$ cat src/rtl/switch_port.sv
// Switch input port: synchronises and debounces board switches, holds a stable
// word for the CPU and flags changes (new_data) and missed changes (overrun).
module switch_port #(
  parameter int unsigned WORD_W    = 8,
  parameter int unsigned OP_W      = 3,
  parameter int unsigned DEB_W     = 4,
  parameter int unsigned DATA_ADDR = 2**(WORD_W-OP_W)-1,
  parameter int unsigned STAT_ADDR = 2**(WORD_W-OP_W)-3
) (
  input  logic                     clock,
  input  logic                     n_reset,
  input  logic [WORD_W-1:0]        switches,
  input  logic [WORD_W-OP_W-1:0]   Daddress,
  input  logic                     rd_strobe,
  output logic [WORD_W-1:0]        Sdata,
  output logic                     new_data,
  output logic                     overrun
);

  localparam int unsigned ADDR_W = WORD_W - OP_W;
  localparam logic [ADDR_W-1:0] DATA_A  = ADDR_W'(DATA_ADDR);
  localparam logic [ADDR_W-1:0] STAT_A  = ADDR_W'(STAT_ADDR);
  localparam logic [DEB_W-1:0]  CNT_MAX = {DEB_W{1'b1}};

  logic [WORD_W-1:0] sync1_q, sync1_d;
  logic [WORD_W-1:0] sync2_q, sync2_d;
  logic [WORD_W-1:0] cand_q, cand_d;
  logic [WORD_W-1:0] stable_q, stable_d;
  logic [DEB_W-1:0]  cnt_q, cnt_d;
  logic              new_data_q, new_data_d;
  logic              overrun_q, overrun_d;

  logic update_c;
  logic rd_data_c;
  logic rd_stat_c;

  // A candidate is accepted once it has been seen steady for the full window.
  assign update_c  = (sync2_q == cand_q) && (cnt_q == CNT_MAX) && (cand_q != stable_q);
  assign rd_data_c = rd_strobe && (Daddress == DATA_A);
  assign rd_stat_c = rd_strobe && (Daddress == STAT_A);

  always_comb begin
    sync1_d    = switches;
    sync2_d    = sync1_q;
    cand_d     = cand_q;
    cnt_d      = cnt_q;
    stable_d   = stable_q;
    new_data_d = new_data_q;
    overrun_d  = overrun_q;

    if (sync2_q != cand_q) begin
      cand_d = sync2_q;
      cnt_d  = '0;
    end else if (cnt_q != CNT_MAX) begin
      cnt_d = cnt_q + DEB_W'(1);
    end

    if (update_c) begin
      stable_d = cand_q;
    end

    // Set beats clear so a change landing on a read edge is never lost.
    if (update_c) begin
      new_data_d = 1'b1;
    end else if (rd_data_c) begin
      new_data_d = 1'b0;
    end

    if (update_c && new_data_q) begin
      overrun_d = 1'b1;
    end else if (rd_stat_c) begin
      overrun_d = 1'b0;
    end
  end

  always_ff @(posedge clock or negedge n_reset) begin
    if (!n_reset) begin
      sync1_q    <= '0;
      sync2_q    <= '0;
      cand_q     <= '0;
      cnt_q      <= '0;
      stable_q   <= '0;
      new_data_q <= 1'b0;
      overrun_q  <= 1'b0;
    end else begin
      sync1_q    <= sync1_d;
      sync2_q    <= sync2_d;
      cand_q     <= cand_d;
      cnt_q      <= cnt_d;
      stable_q   <= stable_d;
      new_data_q <= new_data_d;
      overrun_q  <= overrun_d;
    end
  end

  always_comb begin
    Sdata = '0;
    if (Daddress == DATA_A) begin
      Sdata = stable_q;
    end else if (Daddress == STAT_A) begin
      Sdata = {{(WORD_W-2){1'b0}}, overrun_q, new_data_q};
    end
  end

  assign new_data = new_data_q;
  assign overrun  = overrun_q;

endmodule
$ cat config.mk
export PLATFORM = sky130hd
export DESIGN_NAME = switch_port
export DESIGN_NICKNAME = d
export VERILOG_FILES = /design/src/rtl/switch_port.sv
export SDC_FILE = /design/constraint.sdc
export NUM_CORES = 1
export LEC_CHECK = 0
export BUFFER_PORTS_ARGS = -buffer_cell sky130_fd_sc_hd__buf_2
export CELL_PAD_IN_SITES_DETAIL_PLACEMENT = 0
export CELL_PAD_IN_SITES_GLOBAL_PLACEMENT = 1
export CORE_UTILIZATION = 47
export CTS_CLUSTER_DIAMETER = 100
export DETAILED_ROUTE_END_ITERATION = 10
export MAX_ROUTING_LAYER = met4
export PLACE_DENSITY = 0.94
export SYNTH_ARGS = -nofsm -noshare
export SYNTH_HDL_FRONTEND = slang
export SYNTH_SLANG_ARGS = --single-unit
export TNS_END_PERCENT = 10
$ cat constraint.sdc
create_clock -name clock -period 3.98 [get_ports clock]
set_input_delay 0.199 -clock clock [delete_from_list [all_inputs] [get_ports clock]]
set_output_delay 0.199 -clock clock [all_outputs]
set_load 0.05 [all_outputs]
After elaboration in Yosys (flattened, before gate mapping)
Index checks and enable logic that the tools add are counted.
Cells by class
  $add $sub $neg: 1
  equality and inequality tests: 7
  multiplexer cells: 8
  reductions and logical operators: 8
Operator list (number)
  $ne A8 B8 Y1: 2
  $eq A5 B5 Y1 const B: 2
  $eq A8 B8 Y1: 1
  $mux W4: 2
  $mux W8: 1
  $reduce_bool A2 Y1: 3
  $logic_and A1 B1 Y1: 5
  $add A4 B1 Y4 const B: 1
  $eq A4 B4 Y1 const B: 1
  $mux W1: 4
  $ne A4 B4 Y1 const B: 1
  $mux W2: 1
Word-level totals
  bits in registers: 38
  output and inout bits: 10
  word-level logic and storage cells: 31

Logic depth before layout (Yosys ltp)
Gate-level depths: netlist of the first run.
  depth in word-level cells: 5
  depth in mapped cells: 5
  depth with buffers taken out: 4

Worst setup path before layout of the first run
OpenSTA, ideal clock, no wires.
  kind: flip-flop to flip-flop
  from: register cand_q[3]
  to: register stable_q[0]
  library setup time: 0.125 ns
  data arrival time: 1.521 ns
  data required time: 3.855 ns
  setup slack: 2.334 ns
  stages on the path, launching flop included: 6
  path buffers: 1
  period minus slack after synthesis: 1.646 ns
  path through: dfrtp_1 -> xor2_1 -> nor4_2 -> o2111a_1 -> buf_6 -> mux2_4
On the way
  longest elaborated chain between the ends: 3
Ends and longest elaborated chain
  from (decl): RTL line 27  | logic [WORD_W-1:0] cand_q, cand_d;
  from (signal assigned): RTL line 88  | cand_q <= cand_d;
  $eq A8 B8 Y1: RTL line 38  | assign update_c = (sync2_q == cand_q) && (cnt_q == CNT_MAX) && (cand_q != stable_q);
  $logic_and A1 B1 Y1: RTL line 38
  $logic_and A1 B1 Y1 (*): RTL line 38
  to (signal assigned): RTL line 90  | stable_q <= stable_d;
  to (decl): RTL line 28  | logic [WORD_W-1:0] stable_q, stable_d;
Mark *: on every way between the ends. The rest lies on a longest branch, timed or not.
A chain may end at the register's enable or synchronous reset.

Worst setup path after layout of the first run
  from: register cand_q[3]
  to: register stable_q[6]
Same word-level chain as after synthesis.

==> results.md, run 1 <==
Power and ir drop:
- The worst-case IR drop observed on VDD is 0.000238 V.
- The overall power of the completed layout is around 640 uW.
- The power per unit of standard cell area is around 360 nW/um^2.
- For this design the static power due to leakage is roughly 0.00084 uW.

Floorplan:
- The die is about 60 um tall.
- The initialized floorplan defines 20 standard-cell rows.
- The initial standard-cell utilization of the core is 0.493.
- The die is slightly below 60 um wide.
- The area of the placeable core is between 3000 and 4000 um^2.
- The full die area is 3430 um^2.
- The I/O pin total is 26.

Yosys:
- The post-synthesis net count is around 130.
- The commonest cells after synthesis are sky130_fd_sc_hd__dfrtp_1 (38), sky130_fd_sc_hd__xnor2_1 (9), sky130_fd_sc_hd__clkbuf_1 (8), sky130_fd_sc_hd__mux2_4 (8), sky130_fd_sc_hd__xor2_1 (8).
- The top-area cell type share of the netlist area is 0.632.
- By area the synthesized netlist is led by sky130_fd_sc_hd__dfrtp_1 (63%), sky130_fd_sc_hd__mux2_4 (8.0%), sky130_fd_sc_hd__xnor2_1 (5.2%).
- The most used flip-flop cell after synthesis is sky130_fd_sc_hd__dfrtp_1.
- After synthesis the cells add up to 1500 um^2.
- Of all cell types, the one taking the most synthesized area is sky130_fd_sc_hd__dfrtp_1.
- In this run, synthesis produced a sequential element count of 38.
- The Yosys step of the flow raised 0 warnings.
- Yosys mapped the design onto 23 distinct sky130hd cell types.
- A synthesized cell averages 13.8 um^2.
- Yosys mapped a number of flops with a built-in enable equal to 0.
- For this run, the register share of the synthesized area comes to 0.632.
- The most common cell in the synthesized netlist is sky130_fd_sc_hd__dfrtp_1.
- The async set-reset flop share out of synthesis is 1.00.
- In the synthesized netlist, the number of instances is 109.

Placement:
- Port buffering added 25 buffers.
- The placed wire-length estimate after detailed placement is 1680 um.
- At the placement stage, the worst setup path has a slack of 1960 ps.
- The congestion estimate from routability-driven global placement came to just under 0.8.

Drt:
- In this run the remaining antenna-violating nets after routing total 0.
- Summed over all layers, the routed wires come to 2330 um.
- The post-detailed-route DRC marker count is 0.
- The mean number of vias per cell is between 4 and 5.
- The first TritonRoute pass finished after 2 iterations.
- The number of vias after detailed routing is about 880.
- For this block, the initial DRC count from the detailed router was 19.
- The post-detailed-route wirelength per cell is approximately 13 um.

CTS:
- The clock tree synthesis step divided the H-tree into 2 levels.
- TritonCTS built the clock tree.
- The total clock buffers created by CTS is 5.
- After clock tree synthesis, the clock-pin slew on the worst setup and hold paths is 110 ps.
- Counting every sink on the clock net gives 38.
- Post-CTS timing repair inserted 0 buffers for setup.
- The longest clock path from root to sink contains 2 buffers.
- Clock tree synthesis selected as its root buffer the cell sky130_fd_sc_hd__clkbuf_4.
- The insertion delay to the later sink of the worst-skew pair is 330 ps.

STA:
- The ratio of final minimum period to clock period is 0.504.
- The final setup skew is 10.3 ps.
- The final hold slack is 170 ps.
- Setup repair after global routing left no endpoint under its margin.
- The peak clock frequency supported by timing is 499 MHz.
- Subtracting the final worst setup slack from the clock period gives 2000 ps.
- Measured against its own limit, the worst slew margin works out to 0.467.
- The setup TNS after final layout is 0 ps.
- The final number of hold-violating endpoints is 0.
- The number of pins with negative max-slew slack in the final report is 0.
- Across all setup checks in the final design, the least slack found is 1980 ps.
- The number of setup violations in the final report is 0.
- The transition time of the tightest slew-check pin is 800 ps.

Global routing:
- Across every metal layer, demand over resource in global routing totals 0.166.
- The first-pass GRT wire length is 3930 um.
- The initial antenna violation count is 0.
- For this run the aggregate overflow at the end of global routing stands at 0.
- The pin count of the biggest net entering global routing is 39.
- The number of global-route vias before repair came to 859.

Critical path:
- The worst register-to-register path ends at stable_q[6]$_DFFE_PN0P_.
- The cell with the biggest individual delay on the critical path is sky130_fd_sc_hd__o2111a_1.
- In this run the worst setup path begins at cand_q[3]$_DFFE_PN0N_.
- Data on the critical path is required at its endpoint by approximately 4200 ps.
- The critical path's top delay family is compound AO/OA/AOI/OAI gates.
- The setup path with the least slack is of type register to register.
- In this run the worst path has a maximum fanout of 10.
- In this run the number of cells on the critical path is 4.
- The buffers plus inverters on the worst setup path is 0.
- The biggest cell delay along the critical path is 600 ps.
- Setup slack on the worst reg-to-reg path comes out at slightly below 2000 ps.
- In this run the critical register-to-register path is launched from cand_q[3]$_DFFE_PN0N_.
- STA classifies the critical path endpoint as a register.
- The last element of the critical path is stable_q[6]$_DFFE_PN0P_.
- At the worst endpoint, the arrival time is about 2200 ps.
- The number of cells on the worst reg-to-reg path is 4.
- STA classifies the critical path startpoint as a register.
- The critical path goes through xor2_1 -> nor4_2 -> o2111a_1 -> mux2_4.

Finish:
- The count of filler cells inserted in the layout is 259.
- At the end of the flow, the number of nets in the layout was 158.
- In the final layout, the share of cells above drive strength 1 is 0.310.
- The final standard cell utilization of the core is 0.587.
- The multi-input combinational cell area is 508 um^2.
- The area taken by flip-flops and latches is 951 um^2.
- Relative to the synthesized area, the layout overhead comes to 19.2%.
- The repair_antennas step left the layout with diodes totalling 0.

Worst hold path:
- The path type of the worst min-delay path is input pin to register.

Status:
- The flow ran to the end, and the final reports show no timing, DRC or antenna violations.

Run:
- The count of maximum capacitance violations is 0.
[layout make-up]
type                       instances  area share
sequential                        38       0.530
multi-input combinational         61       0.283
timing repair buffer              34       0.120
clock buffer                       7      0.0307
tap                               44      0.0307
clock inverter                     1     0.00279
inverter                           1     0.00209
[per-layer routing]
layer | up-vias | global-route usage | routed length (um)
met5 | - | - | 0
met4 | 0 | 0.0782 | 40
met3 | 5 | 0.0527 | 83
met2 | 21 | 0.269 | 1160
met1 | 434 | 0.189 | 1040
li1 | 421 | - | -
[sequential cells by signal, summed over array words and instances (netlist names)]
name,count
overrun,1
stable_q,8
sync2_q,8
new_data,1
cand_q,8
sync1_q,8
cnt_q,4
[worst min-delay path: cells and delay by family]
kind                   cells  cell delay (ps)
AO/OA/AOI/OAI              1              110
buffers and inverters      1              110
AND/OR/NAND/NOR            1               50
[power breakdown]
part | switching, uW | total, uW | internal [uW]
Combinational | 16.6 | 35.3 | 18.7
Clock | 114 | 200 | 85.7
Sequential | 9.11 | 407 | 398
[metrics by stage]
step,cells,cell area [um^2]
finish,186,1790
global route,186,1790
CTS,186,1790
detailed placement,169,1640
global placement,169,1640
floorplan,109,1500
[worst min path at each step]
stage | startpoint | to | cells past startpoint
3_5_place_dp | switches[3] | sync1_q[3]$_DFF_PN0_ | 1
4_1_cts | rd_strobe | new_data$_DFFE_PN0P_ | 3
2_1_floorplan | n_reset | cand_q[0]$_DFFE_PN0N_ | 0
3_3_place_gp | n_reset | sync1_q[5]$_DFF_PN0_ | 1
6_report | rd_strobe | new_data$_DFFE_PN0P_ | 3
5_1_grt | rd_strobe | new_data$_DFFE_PN0P_ | 3
[repair_timing]
item | in CTS | in global routing
endpoints found under the setup margin | 0 | 0
gates resized for setup | 0 | 0
hold buffers | 9 | 0
endpoints found under the hold margin | 46 | 0
[placed cells by master, fill, tap and decap left out]
cell	count
sky130_fd_sc_hd__dlygate4sd3_1	9
sky130_fd_sc_hd__nor2_1	7
sky130_fd_sc_hd__ha_1	1
sky130_fd_sc_hd__nand4_1	3
sky130_fd_sc_hd__dfrtp_1	38
sky130_fd_sc_hd__clkbuf_4	5
sky130_fd_sc_hd__inv_1	1
sky130_fd_sc_hd__nor3b_1	1
sky130_fd_sc_hd__mux2i_1	3
sky130_fd_sc_hd__buf_2	25
sky130_fd_sc_hd__xnor2_1	9
sky130_fd_sc_hd__xor2_1	8
sky130_fd_sc_hd__a21o_2	1
sky130_fd_sc_hd__nand2_1	3
sky130_fd_sc_hd__nand3_1	2
sky130_fd_sc_hd__a22o_2	1
sky130_fd_sc_hd__nand3b_1	1
sky130_fd_sc_hd__nor4_2	2
sky130_fd_sc_hd__o2111a_1	1
sky130_fd_sc_hd__clkbuf_8	1
sky130_fd_sc_hd__a31oi_1	1
sky130_fd_sc_hd__clkbuf_1	1
sky130_fd_sc_hd__mux2_4	8
sky130_fd_sc_hd__and3_1	1
sky130_fd_sc_hd__clkinv_2	1
sky130_fd_sc_hd__and2_1	6
sky130_fd_sc_hd__nor3_1	2
[cell families (layout without fill, tap and decap cells)]
logic type | count (synthesis) | count (layout) | share of synthesized area
buffers and inverters | 10 | 43 | 0.0299
xor gates and xnor gates | 17 | 17 | 0.0990
AOI/OAI and AO/OA | 4 | 4 | 0.0241
DFF | 38 | 38 | 0.632
adders and majority gates | 1 | 1 | 0.00832
and+or+nand+nor | 28 | 28 | 0.107
muxes | 11 | 11 | 0.0998
No activity file was read; power rests on OpenSTA's default activity.
==> run 2, diff against run 1 <==
--- a/config.mk
+++ b/config.mk
@@ -5,14 +5,15 @@
 export SDC_FILE = /design/constraint.sdc
 export NUM_CORES = 1
 export LEC_CHECK = 0
+export ABC_AREA = 1
 export BUFFER_PORTS_ARGS = -buffer_cell sky130_fd_sc_hd__buf_2
 export CELL_PAD_IN_SITES_DETAIL_PLACEMENT = 0
 export CELL_PAD_IN_SITES_GLOBAL_PLACEMENT = 1
-export CORE_UTILIZATION = 47
+export CORE_UTILIZATION = 37
 export CTS_CLUSTER_DIAMETER = 100
 export DETAILED_ROUTE_END_ITERATION = 10
 export MAX_ROUTING_LAYER = met4
-export PLACE_DENSITY = 0.94
+export PLACE_DENSITY = 0.85
 export SYNTH_ARGS = -nofsm -noshare
 export SYNTH_HDL_FRONTEND = slang
 export SYNTH_SLANG_ARGS = --single-unit
==> constraint.sdc (replaced) <==
create_clock -name clock -period 1.8 [get_ports clock]
set_input_delay 0.09 -clock clock [delete_from_list [all_inputs] [get_ports clock]]
set_output_delay 0.09 -clock clock [all_outputs]
set_load 0.05 [all_outputs]
==> run 2 against run 1 <==
Effect of this change: synthesized area rose by 13%; synthesized cell count is 84% higher; combinational power increased to 4.8 times the previous value; via count up 39%; hold slack lost 100 ps; sequential share of layout area down 6.9 points; non-clock buffer count grew 2; critical endpoint is now stable_q[0]$_DFFE_PN0P_; die area increased by 42%; clock skew shrank 3.7 ps.
==> results.md, run 2 <==
Status:
- The run finished with clean final reports.

Drt:
- The routed layout has 1224 vias.
- The detailed router finished its first iteration with 80 violations.
- After detailed routing, the number of vias per cell comes to 4.25.
- The post-detailed-route DRC marker count is 0.
- The first detailed-routing pass took 4 iterations.
- Once detail routing completed, the nets flagged for antenna violations numbered 0.
- The post-detailed-route wirelength per cell is 9.68 um.
- The final layout contains routed wiring with a total length of 2790 um.

Yosys:
- By area the synthesized netlist is led by sky130_fd_sc_hd__dfrtp_1 (56%), sky130_fd_sc_hd__nand2_1 (16%), sky130_fd_sc_hd__inv_1 (6.6%).
- The synthesized design contains 0 enable-type register cells.
- The top-area cell type share of the netlist area is 0.558.
- In the synthesized netlist, the cells that appear most often are sky130_fd_sc_hd__nand2_1 (73), sky130_fd_sc_hd__dfrtp_1 (38), sky130_fd_sc_hd__inv_1 (30).
- The count of distinct cell types in the synthesized netlist is 21.
- The cell type contributing the most total cell area after synthesis is sky130_fd_sc_hd__dfrtp_1.
- sky130_fd_sc_hd__nand2_1 is the most common cell in the netlist.
- Synthesis produced a netlist with a net count of between 200 and 250.
- Yosys printed 0 warnings.
- The async set-reset flop share out of synthesis is 1.00.
- The share of the Yosys chip area taken by registers is 0.558.
- The average cell area after synthesis is between 8 and 9 um^2.
- Synthesis produced 201 cells.
- The cell area after technology mapping is 1700 um^2.
- In the synthesized netlist the dominant register cell turns out to be sky130_fd_sc_hd__dfrtp_1.
- After synthesis the netlist holds a flip-flop and latch count of 38.

Critical path:
- The worst setup path is launched from a register.
- Data on the critical path is required at its endpoint by about 2000 ps.
- The worst setup path category is register to register.
- Data on the critical path arrives at its endpoint at 1650 ps.
- The peak fanout along the critical path is 9.
- The launching point of the worst reg2reg path is cnt_q[0]$_DFFE_PN0P_.
- The worst setup path is captured at a register.
- Tracing the worst setup path back leads to its startpoint at cnt_q[0]$_DFFE_PN0P_.

Power and ir drop:
- The overall power of the completed layout is approximately 1700 uW.
- The sequential fraction of design power is 0.545.
- The switching power total is between 400 and 500 uW.
- The combinational power share is 0.100.
- The maximum vdd ir drop is 0.000407 V.
- The analysis attributes to cell leakage a power of 0.00111 uW.
- Of the total power, the clock network draws 0.356.
- The internal power of the cells totals 1260 uW.
- For this design the ratio of total power to cell area is 822 nW/um^2.
- The switching power as a share of total power is 0.255.

Global routing:
- The number of global-route vias before repair is 1155.
- The overall routing resource usage is 0.133.
- Summed over all layers, the global routing overflow is 0.
- The pin count of the biggest net entering global routing is 26.
- The first-pass GRT wire length is 4910 um.
- The initial antenna violation count was 0.

CTS:
- For the worst-skew pair, the clock arrives at the later sink with an insertion delay of slightly below 300 ps.
- CTS built an H-tree with a depth of 2.
- The TritonCTS clock tree is done.
- The clock sink count is 38.
- No sink is reached through more buffers than the 2 on the longest clock path.
- The tree is rooted in a sky130_fd_sc_hd__clkbuf_8.
- The total clock buffers created by CTS is 5.
- Buffers added to address setup during post-CTS repair amount to 0.
- The clock edge transition at the registers on the reported setup and hold paths is 80 ps.
- After clock tree synthesis, the repair step resized 0 gates.
- The number of buffers inserted by hold repair at cts is 9.

Finish:
- Relative to the synthesized area, the layout overhead comes to 20.9%.
- Leaving out fill and tap cells, the most frequent cells in the layout are sky130_fd_sc_hd__nand2_1 (73), sky130_fd_sc_hd__dfrtp_1 (38), sky130_fd_sc_hd__inv_1 (30).
- Leaving out fill and tap cells, the most frequent cell in the layout is sky130_fd_sc_hd__nand2_1.
- Once layout is complete, the utilization of the core stands at 0.470.
- The antenna diode count is 0.
- Of the cells placed in the final design, the portion with a size suffix greater than 1 is 0.186.
- After filler insertion, the fill cell instance count of the layout stands at 442.
- The final design instance area without fill is 2060 um^2.
- The number of nets in the final layout is 252.

Floorplan:
- The full die area is 4880 um^2.
- The floorplan die height is 69.9 um.
- After floorplanning, the core was sized to cover 4380 um^2.
- The initial utilization of the core area, before any placement, comes to 0.389.
- The die is 69.9 um wide.
- The I/O pin total is 26.
- The site row count is 24.

Worst hold path:
- The path class of the tightest hold or removal check is input pin to register.
- The source of the worst hold timing path is rd_strobe.

Placement:
- The global placer's final weighted congestion is 0.789.
- The worst setup timing slack at the placement stage is ~380 ps.
- In this run the cell area measured after placement is 1880 um^2.
- The HPWL after detailed placement is slightly below 2000 um.
- The number of input and output port buffers inserted is 25.

STA:
- After routing, the total negative slack on setup checks comes to 0 ps.
- The minimum clock period is 1420 ps.
- The peak clock frequency supported by timing is 707 MHz.
- In the finished design, the share of the clock period the worst path needs comes to 0.786.
- Setup slack closes at between 300 and 400 ps.
- On the final layout, the worst clock skew is around 6.6 ps.
- The worst max-slew margin expressed relative to the limit is 0.647.
- The number of pins with negative max-slew slack in the final report came to 0.
- Setup repair after global routing left no endpoint under its margin.
- The number of setup violations in the final report is 0.
- The final number of hold-violating endpoints is 0.
- At the pin with the least slew margin, the transition time is ~530 ps.

Run:
- The tool flagged a number of max-cap violations equal to 0.
==> run 2: changes by cell type in the layout (fill, tap and decap cells not counted), sizes merged, moves of 2 or more <==
cell | before | now
nand2 | 3 | 75
inv | 1 | 30
nor2 | 7 | 18
nand3 | 2 | 11
mux2 | 8 | 0
xor2 | 8 | 1
and2 | 6 | 0
mux2i | 3 | 0
o21ai | 0 | 3
a211oi | 0 | 2
buf | 25 | 27
nand4 | 3 | 1
nor4 | 2 | 0
==> run 2: cell type report <==
type / count / area, um^2 / share of cell area
flip-flops and latches: 38 / 951 / 0.461
multi-input cells: 124 / 607 / 0.294
repair buffers: 36 / 230 / 0.112
inverters: 30 / 113 / 0.0546
clock buffers: 6 / 82.6 / 0.0401
well taps: 52 / 65.1 / 0.0316
clock inverters: 2 / 12.5 / 0.00607
==> run 2: kinds of logic after synthesis <==
group | after synthesis | synth area share
AND/OR/NAND/NOR | 108 | 0.282
flip-flops | 38 | 0.558
XOR/XNOR | 9 | 0.0463
AO/OA/AOI/OAI | 6 | 0.0206
adder cells (fa/ha/maj) | 1 | 0.00734
buffers and inverters | 39 | 0.0859
==> run 2: metal layers <==
metal / wire [um] / track usage
met1: 1370 / 0.160
met4: 58 / 0.0600
met2: 1230 / 0.203
met5: 0 / -
met3: 129 / 0.0433
==> run 2: worst paths after layout <==
| kind | endpoint | slack [ps] | cells after the start |
|---|---|---|---|
| worst min register to register | sync2_q[1]$_DFF_PN0_ | 350 | 0 |
| worst max-delay path | stable_q[0]$_DFFE_PN0P_ | 380 | 7 |
| worst max register to register | stable_q[0]$_DFFE_PN0P_ | 380 | 7 |
| min in group asynchronous | sync1_q[0]$_DFF_PN0_ | 310 | 2 |
| worst min-delay path | overrun$_DFFE_PN0P_ | 70 | 4 |
| max in group asynchronous | cnt_q[3]$_DFFE_PN0P_ | 980 | 3 |
==> run 2: through the flow <==
step	instances	hold WS (ps)
6_report	288	69.5
5_1_grt	288	86.7
4_1_cts	288	72.0
3_5_place_dp	271	109
3_3_place_gp	271	117
2_1_floorplan	201	-206
==> run 2: worst max-delay path, cell delays in order (launching register included) <==
cell,delay (ps)
sky130_fd_sc_hd__dfrtp_1,390
sky130_fd_sc_hd__ha_1,180
sky130_fd_sc_hd__nand2_1,80
sky130_fd_sc_hd__nor2_2,210
sky130_fd_sc_hd__inv_1,160
sky130_fd_sc_hd__nor2_8,200
sky130_fd_sc_hd__nand3_1,80
sky130_fd_sc_hd__nand2_1,80
==> run 2: power groups by stage <==
| stage | logic (uW) | clock network (uW) | registers [uW] |
|---|---|---|---|
| finish | 169 | 603 | 923 |
| global route | 188 | 661 | 928 |
| CTS | 172 | 620 | 923 |
| detailed placement | 156 | 0 | 940 |
| global placement | 155 | 0 | 938 |
| floorplan | 69.0 | 0 | 968 |
